**config.mk**
```make
export PLATFORM = sky130hd
export DESIGN_NAME = csr_file
export DESIGN_NICKNAME = d
export VERILOG_FILES = /design/src/rtl/csr_file.sv
export SDC_FILE = /design/constraint.sdc
export NUM_CORES = 1
export LEC_CHECK = 0
export ABC_AREA = 0
export CAP_MARGIN = 20
export CORE_MARGIN = 5
export CORE_UTILIZATION = 37
export CTS_CLUSTER_DIAMETER = 60
export DETAILED_ROUTE_END_ITERATION = 7
export PLACE_DENSITY_LB_ADDON = 0.3
export SYNTH_ARGS = -nofsm -noshare
export SYNTH_HDL_FRONTEND = slang
export SYNTH_SLANG_ARGS = --single-unit
```
**constraint.sdc**
```tcl
create_clock -name clk -period 17.5 [get_ports clk]
set_input_delay 3.5 -clock clk [delete_from_list [all_inputs] [get_ports clk]]
set_output_delay 3.5 -clock clk [all_outputs]
set_load 0.005 [all_outputs]
```
**src/rtl/csr_file.sv**
```systemverilog
`default_nettype none
// ============================================================================
// Module   : csr_file
// Brief    : Machine-mode CSR file with trap/MRET handling and 64-bit counters.
// Revision : 1.0 - initial release
// ============================================================================
module csr_file #(
    parameter int unsigned     XLEN        = 32,
    parameter logic [XLEN-1:0] HART_ID     = '0,
    parameter logic [XLEN-1:0] MTVEC_RESET = '0,
    parameter bit              CNT_EN      = 1'b1
) (
    input  logic            clk,
    input  logic            rst,
    input  logic [11:0]     csr_addr,
    input  logic [1:0]      csr_op,
    input  logic [XLEN-1:0] csr_wdata,
    output logic [XLEN-1:0] csr_rdata,
    output logic            csr_illegal,
    input  logic            trap_valid,
    input  logic [XLEN-1:0] trap_pc,
    input  logic [XLEN-1:0] trap_cause,
    input  logic [XLEN-1:0] trap_tval,
    input  logic            mret_valid,
    input  logic            instret_inc,
    output logic [XLEN-1:0] trap_vector,
    output logic [XLEN-1:0] mepc_out,
    output logic            irq_enable
);

    localparam logic [1:0]  C_OP_NONE = 2'b00;
    localparam logic [1:0]  C_OP_RW   = 2'b01;
    localparam logic [1:0]  C_OP_RS   = 2'b10;
    localparam logic [1:0]  C_OP_RC   = 2'b11;

    localparam logic [11:0] C_ADDR_MSTATUS   = 12'h300;
    localparam logic [11:0] C_ADDR_MISA      = 12'h301;
    localparam logic [11:0] C_ADDR_MIE       = 12'h304;
    localparam logic [11:0] C_ADDR_MTVEC     = 12'h305;
    localparam logic [11:0] C_ADDR_MSCRATCH  = 12'h340;
    localparam logic [11:0] C_ADDR_MEPC      = 12'h341;
    localparam logic [11:0] C_ADDR_MCAUSE    = 12'h342;
    localparam logic [11:0] C_ADDR_MTVAL     = 12'h343;
    localparam logic [11:0] C_ADDR_MHARTID   = 12'hF14;
    localparam logic [11:0] C_ADDR_MCYCLE    = 12'hB00;
    localparam logic [11:0] C_ADDR_MCYCLEH   = 12'hB80;
    localparam logic [11:0] C_ADDR_MINSTRET  = 12'hB02;
    localparam logic [11:0] C_ADDR_MINSTRETH = 12'hB82;
    localparam logic [11:0] C_ADDR_CYCLE     = 12'hC00;
    localparam logic [11:0] C_ADDR_CYCLEH    = 12'hC80;
    localparam logic [11:0] C_ADDR_INSTRET   = 12'hC02;
    localparam logic [11:0] C_ADDR_INSTRETH  = 12'hC82;

    localparam logic [XLEN-1:0] C_MISA_VAL   = 32'h4000_0100;
    localparam logic [XLEN-1:0] C_MIE_MASK   = 32'h0000_0888;
    localparam logic [XLEN-1:0] C_ALIGN_MASK = {{(XLEN-2){1'b1}}, 2'b00};

    logic            r_mstatus_mie;
    logic            r_mstatus_mpie;
    logic [XLEN-1:0] r_mie;
    logic [XLEN-1:0] r_mtvec;
    logic [XLEN-1:0] r_mscratch;
    logic [XLEN-1:0] r_mepc;
    logic [XLEN-1:0] r_mcause;
    logic [XLEN-1:0] r_mtval;

    logic [63:0]     w_mcycle;
    logic [63:0]     w_minstret;
    logic [XLEN-1:0] w_rval;
    logic            w_impl;
    logic            w_illegal;
    logic            w_wr;
    logic [XLEN-1:0] w_new;

    always_comb begin
        w_impl = 1'b1;
        w_rval = '0;
        case (csr_addr)
            C_ADDR_MSTATUS:  w_rval = {19'd0, 2'b11, 3'd0, r_mstatus_mpie, 3'd0, r_mstatus_mie, 3'd0};
            C_ADDR_MISA:     w_rval = C_MISA_VAL;
            C_ADDR_MIE:      w_rval = r_mie;
            C_ADDR_MTVEC:    w_rval = r_mtvec;
            C_ADDR_MSCRATCH: w_rval = r_mscratch;
            C_ADDR_MEPC:     w_rval = r_mepc;
            C_ADDR_MCAUSE:   w_rval = r_mcause;
            C_ADDR_MTVAL:    w_rval = r_mtval;
            C_ADDR_MHARTID:  w_rval = HART_ID;
            C_ADDR_MCYCLE, C_ADDR_CYCLE: begin
                w_impl = CNT_EN;
                w_rval = w_mcycle[31:0];
            end
            C_ADDR_MCYCLEH, C_ADDR_CYCLEH: begin
                w_impl = CNT_EN;
                w_rval = w_mcycle[63:32];
            end
            C_ADDR_MINSTRET, C_ADDR_INSTRET: begin
                w_impl = CNT_EN;
                w_rval = w_minstret[31:0];
            end
            C_ADDR_MINSTRETH, C_ADDR_INSTRETH: begin
                w_impl = CNT_EN;
                w_rval = w_minstret[63:32];
            end
            default:         w_impl = 1'b0;
        endcase
    end

    // Addresses 0xC00-0xFFF are read-only space: any op that would modify them traps.
    assign w_illegal = (csr_op != C_OP_NONE) &&
                       (!w_impl || ((csr_addr[11:10] == 2'b11) &&
                                    ((csr_op == C_OP_RW) || (csr_wdata != '0))));

    // Set/clear with an all-zero mask is a pure read and must not stall counters.
    assign w_wr = (csr_op != C_OP_NONE) && !w_illegal &&
                  ((csr_op == C_OP_RW) || (csr_wdata != '0));

    always_comb begin
        w_new = w_rval;
        case (csr_op)
            C_OP_RW: w_new = csr_wdata;
            C_OP_RS: w_new = w_rval | csr_wdata;
            C_OP_RC: w_new = w_rval & ~csr_wdata;
            default: w_new = w_rval;
        endcase
    end

    assign csr_rdata   = w_illegal ? '0 : w_rval;
    assign csr_illegal = w_illegal;
    assign trap_vector = r_mtvec;
    assign mepc_out    = r_mepc;
    assign irq_enable  = r_mstatus_mie;

    always_ff @(posedge clk or posedge rst) begin
        if (rst) begin
            r_mstatus_mie  <= 1'b0;
            r_mstatus_mpie <= 1'b0;
            r_mie          <= '0;
            r_mtvec        <= MTVEC_RESET & C_ALIGN_MASK;
            r_mscratch     <= '0;
            r_mepc         <= '0;
            r_mcause       <= '0;
            r_mtval        <= '0;
        end else begin
            if (trap_valid) begin
                r_mepc         <= trap_pc & C_ALIGN_MASK;
                r_mcause       <= trap_cause;
                r_mtval        <= trap_tval;
                r_mstatus_mpie <= r_mstatus_mie;
                r_mstatus_mie  <= 1'b0;
            end else if (mret_valid) begin
                r_mstatus_mie  <= r_mstatus_mpie;
                r_mstatus_mpie <= 1'b1;
            end else if (w_wr) begin
                case (csr_addr)
                    C_ADDR_MSTATUS: begin
                        r_mstatus_mie  <= w_new[3];
                        r_mstatus_mpie <= w_new[7];
                    end
                    C_ADDR_MEPC:   r_mepc   <= w_new & C_ALIGN_MASK;
                    C_ADDR_MCAUSE: r_mcause <= w_new;
                    C_ADDR_MTVAL:  r_mtval  <= w_new;
                    default: ;
                endcase
            end
            if (w_wr) begin
                case (csr_addr)
                    C_ADDR_MIE:      r_mie      <= w_new & C_MIE_MASK;
                    C_ADDR_MTVEC:    r_mtvec    <= w_new & C_ALIGN_MASK;
                    C_ADDR_MSCRATCH: r_mscratch <= w_new;
                    default: ;
                endcase
            end
        end
    end

    generate
        if (CNT_EN) begin : g_cnt
            logic [63:0] r_mcycle;
            logic [63:0] r_minstret;

            // A half-write replaces the increment; the 64-bit add carries into the high half.
            always_ff @(posedge clk or posedge rst) begin
                if (rst) begin
                    r_mcycle   <= '0;
                    r_minstret <= '0;
                end else begin
                    if (w_wr && (csr_addr == C_ADDR_MCYCLE))
                        r_mcycle[31:0] <= w_new;
                    else if (w_wr && (csr_addr == C_ADDR_MCYCLEH))
                        r_mcycle[63:32] <= w_new;
                    else
                        r_mcycle <= r_mcycle + 64'd1;

                    if (w_wr && (csr_addr == C_ADDR_MINSTRET))
                        r_minstret[31:0] <= w_new;
                    else if (w_wr && (csr_addr == C_ADDR_MINSTRETH))
                        r_minstret[63:32] <= w_new;
                    else if (instret_inc)
                        r_minstret <= r_minstret + 64'd1;
                end
            end

            assign w_mcycle   = r_mcycle;
            assign w_minstret = r_minstret;
        end else begin : g_no_cnt
            assign w_mcycle   = '0;
            assign w_minstret = '0;
        end
    endgenerate

endmodule
`default_nettype wire

```
# After elaboration in Yosys (flattened, before gate mapping)
# Cells that the tools add are included.
# W data, S select, Z words.
dict set report classes {
  n_reduce_logical 36
  eq_ne 24
  add_sub_neg 2
  muxes 31
  n_bitwise 4
}
# operator count
set ops {}
lappend ops {{$mux W32} 19}
lappend ops {{$pmux W32 S12} 1}
lappend ops {{$add A64 B1 Y64 const B} 2}
lappend ops {{$eq A12 B12 Y1 const B} 9}
lappend ops {{$eq A12 B10 Y1 const B} 8}
lappend ops {{$pmux W32 S3} 1}
lappend ops {{$mux W64} 1}
lappend ops {{$and A32 B32 Y32} 1}
lappend ops {{$not A32 Y32} 1}
lappend ops {{$or A32 B32 Y32} 1}
lappend ops {{$reduce_bool A32 Y1} 1}
lappend ops {{$reduce_or A17 Y1} 1}
lappend ops {{$reduce_bool A2 Y1} 7}
lappend ops {{$reduce_and A2 Y1} 6}
lappend ops {{$mux W1} 9}
lappend ops {{$reduce_and A3 Y1} 3}
lappend ops {{$logic_and A1 B1 Y1} 8}
lappend ops {{$reduce_or A2 Y1} 4}
lappend ops {{$eq A2 B2 Y1 const B} 3}
lappend ops {{$ne A2 B2 Y1 const B} 3}
lappend ops {{$reduce_bool A3 Y1} 2}
lappend ops {{$eq A2 B1 Y1 const B} 1}
lappend ops {{$logic_not A1 Y1} 2}
lappend ops {{$logic_or A1 B1 Y1} 2}
lappend ops {{$not A1 Y1} 1}
dict set report word_totals {
  out_inout_bits 98
  wordCells 109
  register_bits 291
  inputBits 147
}

# Depth between registers and ports, before layout
dict set report depth {
  word_depth 12
  mapped_depth 11
  mapped_depth_nobuf 8
}

# Worst setup path before layout
# OpenSTA, ideal clock, no wires.
dict set report synth_path {
  path_kind {input -> output}
  startpoint {in csr_addr[6]}
  endpoint {out csr_rdata[27]}
  n_path_buf 3
  path_slack_ps 8608
  required_time_ps 14000
  arrival_time_ps 5392
  cell_stages 8
  path_cell_list {buf_6 -> or4_4 -> buf_6 -> nor4_4 -> buf_6 -> a22oi_1 -> a21boi_0 -> a31oi_1}
}
dict set report synth_via {
  elab_chain_cells 7
  elab_cells_between_ends 28
  classes_between {17 x eq/ne; 3 x mux; 8 x reduce/logical}
}
# element line_no
set synth_rtl {}
lappend synth_rtl {{start: declaration} 15} ;# input logic [11:0] csr_addr,
lappend synth_rtl {{$eq A12 B12 Y1 or $eq A12 B10 Y1 (tied branches)} 78} ;# case (csr_addr)
lappend synth_rtl {{$reduce_or A17 Y1 (no line)} n/a}
lappend synth_rtl {{$mux W1} 78}
lappend synth_rtl {{$logic_not A1 Y1} 110} ;# (!w_impl || ((csr_addr[11:10] == 2'b11) &&
lappend synth_rtl {{$logic_or A1 B1 Y1} 110}
lappend synth_rtl {{$logic_and A1 B1 Y1} 109} ;# assign w_illegal = (csr_op != C_OP_NONE) &&
lappend synth_rtl {{$mux W32 (*)} 127} ;# assign csr_rdata = w_illegal ? '0 : w_rval;
lappend synth_rtl {{end: declaration} 18} ;# output logic [XLEN-1:0] csr_rdata,
# Mark *: on every way between the ends. The rest lies on a longest branch, timed or not.

# Worst setup path after layout
dict set report layout_path {
  startpoint {in csr_addr[7]}
  endpoint {out csr_rdata[20]}
}
# Same word-level chain as after synthesis.

==> summary.md <==
| Metric | Value |
|---|---|
| Max_slew headroom | 8.38% |
| Fin. Hold Viols | 0 |
| Worst Hold Class | reg -> reg |
| Setup TNS | 0 ps |
| Row Count | slightly above 80 |
| Kind of end point of the critical path | output pin |
| Synth top area share | 38.7% |
| Leak pwr | 0.00886 uW |
| Number of CTS-inserted buffers | 40 |
| IO buf count | roughly 240 |
| Num Clock Sinks | 289 |
| RePlAce Congestion | 1.01 |
| Syn Inst Count | ~2200 |
| Final #Nets | between 2000 and 2500 |
| YS warnings | 0 |
| Largest stage delay, worst path | roughly 820 ps |
| RSZ-0062 raised after global routing | false |
| Critical setup path kind | in -> out |
| Ratio of cells with drive above 1 in the final layout | 10.0% |
| Syn Std Cell Area | approximately 19000 sq um |
| Unique masters post-synth | between 100 and 150 |
| Mean Syn Cell Area | 8.65 sq um |
| Post-synthesis sequential element count | ~290 |
| Final Skew | approximately 32 ps |
| DRC | 0 |
| Placed instance count | around 3000 |
| CTS tree | built |
| Wire per inst | approximately 32 um |
| Most frequent cell after synthesis | dfrtp_1 |
| CTS resizes | 0 |
| Ports | 245 |
| Die Area | roughly 55000 sq um |
| Initial antenna violation count | 6 |
| FMAX | between 0.08 and 0.09 GHz |
| DIE WIDTH | roughly 230 um |
| DRT Pass-1 Iters | 8 |
| Vias per cell | 6.79 |
| Worst Max-Slew Pin Slew | about 1400 ps |
| Max rail drop VDD | roughly 57 uV |
| Total setup buffers inserted after CTS | 0 |
| Pin count of the biggest net entering global routing | 158 |
| Via count | 20600 |
| Clock slew at reported path FFs | 60 ps |
| Core Area | around 50000 sq um |
| Die height | approximately 230 um |
| Remaining antenna violation count | 0 |
| Final setup viols | 0 |
| Clock Path Buffers | 3 |
| Final Instance Count excl. Fillers | 3036 |
| Post-synth EDFFs | 0 |
| Crit path cell chain | clkdlybuf4s50_1 > or4_4 > nor4_4 > buf_4 > a22oi_1 > a31oi_1 > clkdlybuf4s50_1 |
| Crit Path Max Fanout | 19 |
| Root Driver | clkbuf_16 |
| Grt ovf | 0 |
| Starting density of the core | between 30% and 40% |
| Global-route wire length before repair | about 140000 um |
| Worst-skew pair later-pin latency | roughly 590 ps |
| Top post-synthesis cells by area | dfrtp_1 39%, o21ai_0 5.5%, nand2_1 4.8% |
| Post-synth top cells | 289 x dfrtp_1, 238 x nand2_1, 204 x o21ai_0 |
| FILL cells | just under 5000 |
| CP required | 14000 ps |
| Pwr dens | ~80 nW/um^2 |
| Number of global-route vias before repair | between 15000 and 20000 |
| Ys flop type | dfrtp_1 |
| CP most frequent cell | clkdlybuf4s50_1 |
| Fin crit period | around 11000 ps |
| Max Cap Viol | 0 |
| Most area-hungry cell type in the Yosys netlist | dfrtp_1 |
| Final period util | 64.1% |
| Asr flop ratio synth | between 90% and 100% |
| Hold-fix buffers, CTS | 0 |
| Final HPWL DP | about 70000 um |
| Slew Limit Fails | 0 |
| Slowest cell on the critical path | nor4_4 |
| Layout area overhead | 23.8% |
| Critical Path Source Type | primary input |
| Register area share after synthesis | about 39% |
| All-layer global routing usage | 32.8% |
| Data arrival, critical path | 7720 ps |
| Detailed Route WL | ~96000 um |
| Initial drt markers | between 3000 and 4000 |
| Outcome | finished clean |
| Htree depth | 2 |
## final timing paths
kind | startpoint | endpoint | slack, ps | depth (start not counted)
min in group asynchronous | rst | r_mscratch[13] | 3540 | 2
min | r_mscratch[9] | r_mscratch[9] | 480 | 2
max | csr_addr[7] | csr_rdata[20] | 6280 | 7
max reg2reg | g_cnt.r_mcycle[9] | g_cnt.r_mcycle[55] | 14030 | 7
max in group asynchronous | rst | r_mtval[3] | 12440 | 3
min reg2reg | r_mscratch[9] | r_mscratch[9] | 480 | 2
## sequential cells by signal, summed over array words and instances, names as in the netlist
register	flops
g_cnt.r_mcycle	64
trap_vector	30
r_mstatus_mpie	1
irq_enable	1
r_mscratch	32
mepc_out	30
r_mcause	32
r_mie	3
g_cnt.r_minstret	64
r_mtval	32
## metal layers
metal  share of wire (%)  routed length [um]  track usage (%)  vias up
li1                    -                   -                -     8636
met1                  40               38400             44.7    10300
met2                  44               42100             49.9     1435
met3                  11               10900             8.79      257
met4                 4.6                4360             12.9        2
met5               0.021                  20                0        -
## area by class of cell
class	count	area [sq um]	share of cell area, %
Sequential cell	289	7230	31.3
Inverter	32	128	0.552
Timing Repair Buffer	306	2940	12.7
Tap cell	672	841	3.63
Clock buffer	49	1100	4.77
Multi-Input combinational cell	1662	10600	45.9
Antenna cell	3	7.51	0.0324
Clock inverter	23	260	1.12
## power breakdown
group	switching (uW)	total (uW)	internal, uW	leakage (uW)
clock	350	851	501	0.000663
sequential	64.5	774	710	0.00364
combinational	153	254	101	0.00456
## cell families (layout without fill, tap and decap cells)
kind of cell             Yosys count  count (layout)  synth area share, %
buffers and inverters            213             410                 5.12
XOR/XNOR                          40              40                 1.87
flip-flops                       289             289                 38.7
multiplexers                      38              38                 2.08
AO/OA/AOI/OAI                    761             761                 27.9
adder cells (fa/ha/maj)            2               2                0.134
AND/OR/NAND/NOR                  817             817                 24.2
other                              1               7               0.0201
## through the flow
| stage | hold WS [ps] | utilization, % | area [sq um] | setup slack, ps | total power, uW |
|---|---|---|---|---|---|
| after floorplan | 449 | - | 18700 | 6020 | 884 |
| after global routing | 508 | 46.2 | 23100 | 6300 | 1930 |
| after global placement | 462 | 43.3 | 21700 | 6470 | 1020 |
| after CTS | 486 | 46.1 | 23100 | 6440 | 1880 |
| after detailed placement | 473 | 43.3 | 21700 | 6430 | 1030 |
| final | 482 | 46.2 | 23100 | 6280 | 1880 |
## critical path, delay by kind of cell
family | cells | cell delay, ps
simple gates | 2 | 1600
buf+inv | 3 | 1820
compound gates | 2 | 760
## layout by cell type, fill, tap and decap left out, types with 15 or more instances in the layout
master and instances:
or4_1 17, nand2b_1 15, nand3_1 90, a222oi_1 33
nand4_1 45, and2_1 18, nor3_1 41, a21o_1 26
nand2_1 236, a22oi_1 43, a21oi_1 154, o211ai_1 52
clkbuf_16 40, a31oi_1 27, clkdlybuf4s50_1 236, a221oi_1 18
and3_1 36, buf_4 64, mux2i_1 31, inv_1 30
xor2_1 28, o21ai_1 28, o21ai_0 204, nor4_1 45
or3_1 20, dfrtp_1 289, and4_1 27, nor2_1 100
a22o_1 29, nor3b_1 52
Power figures use the tool's default switching activity.
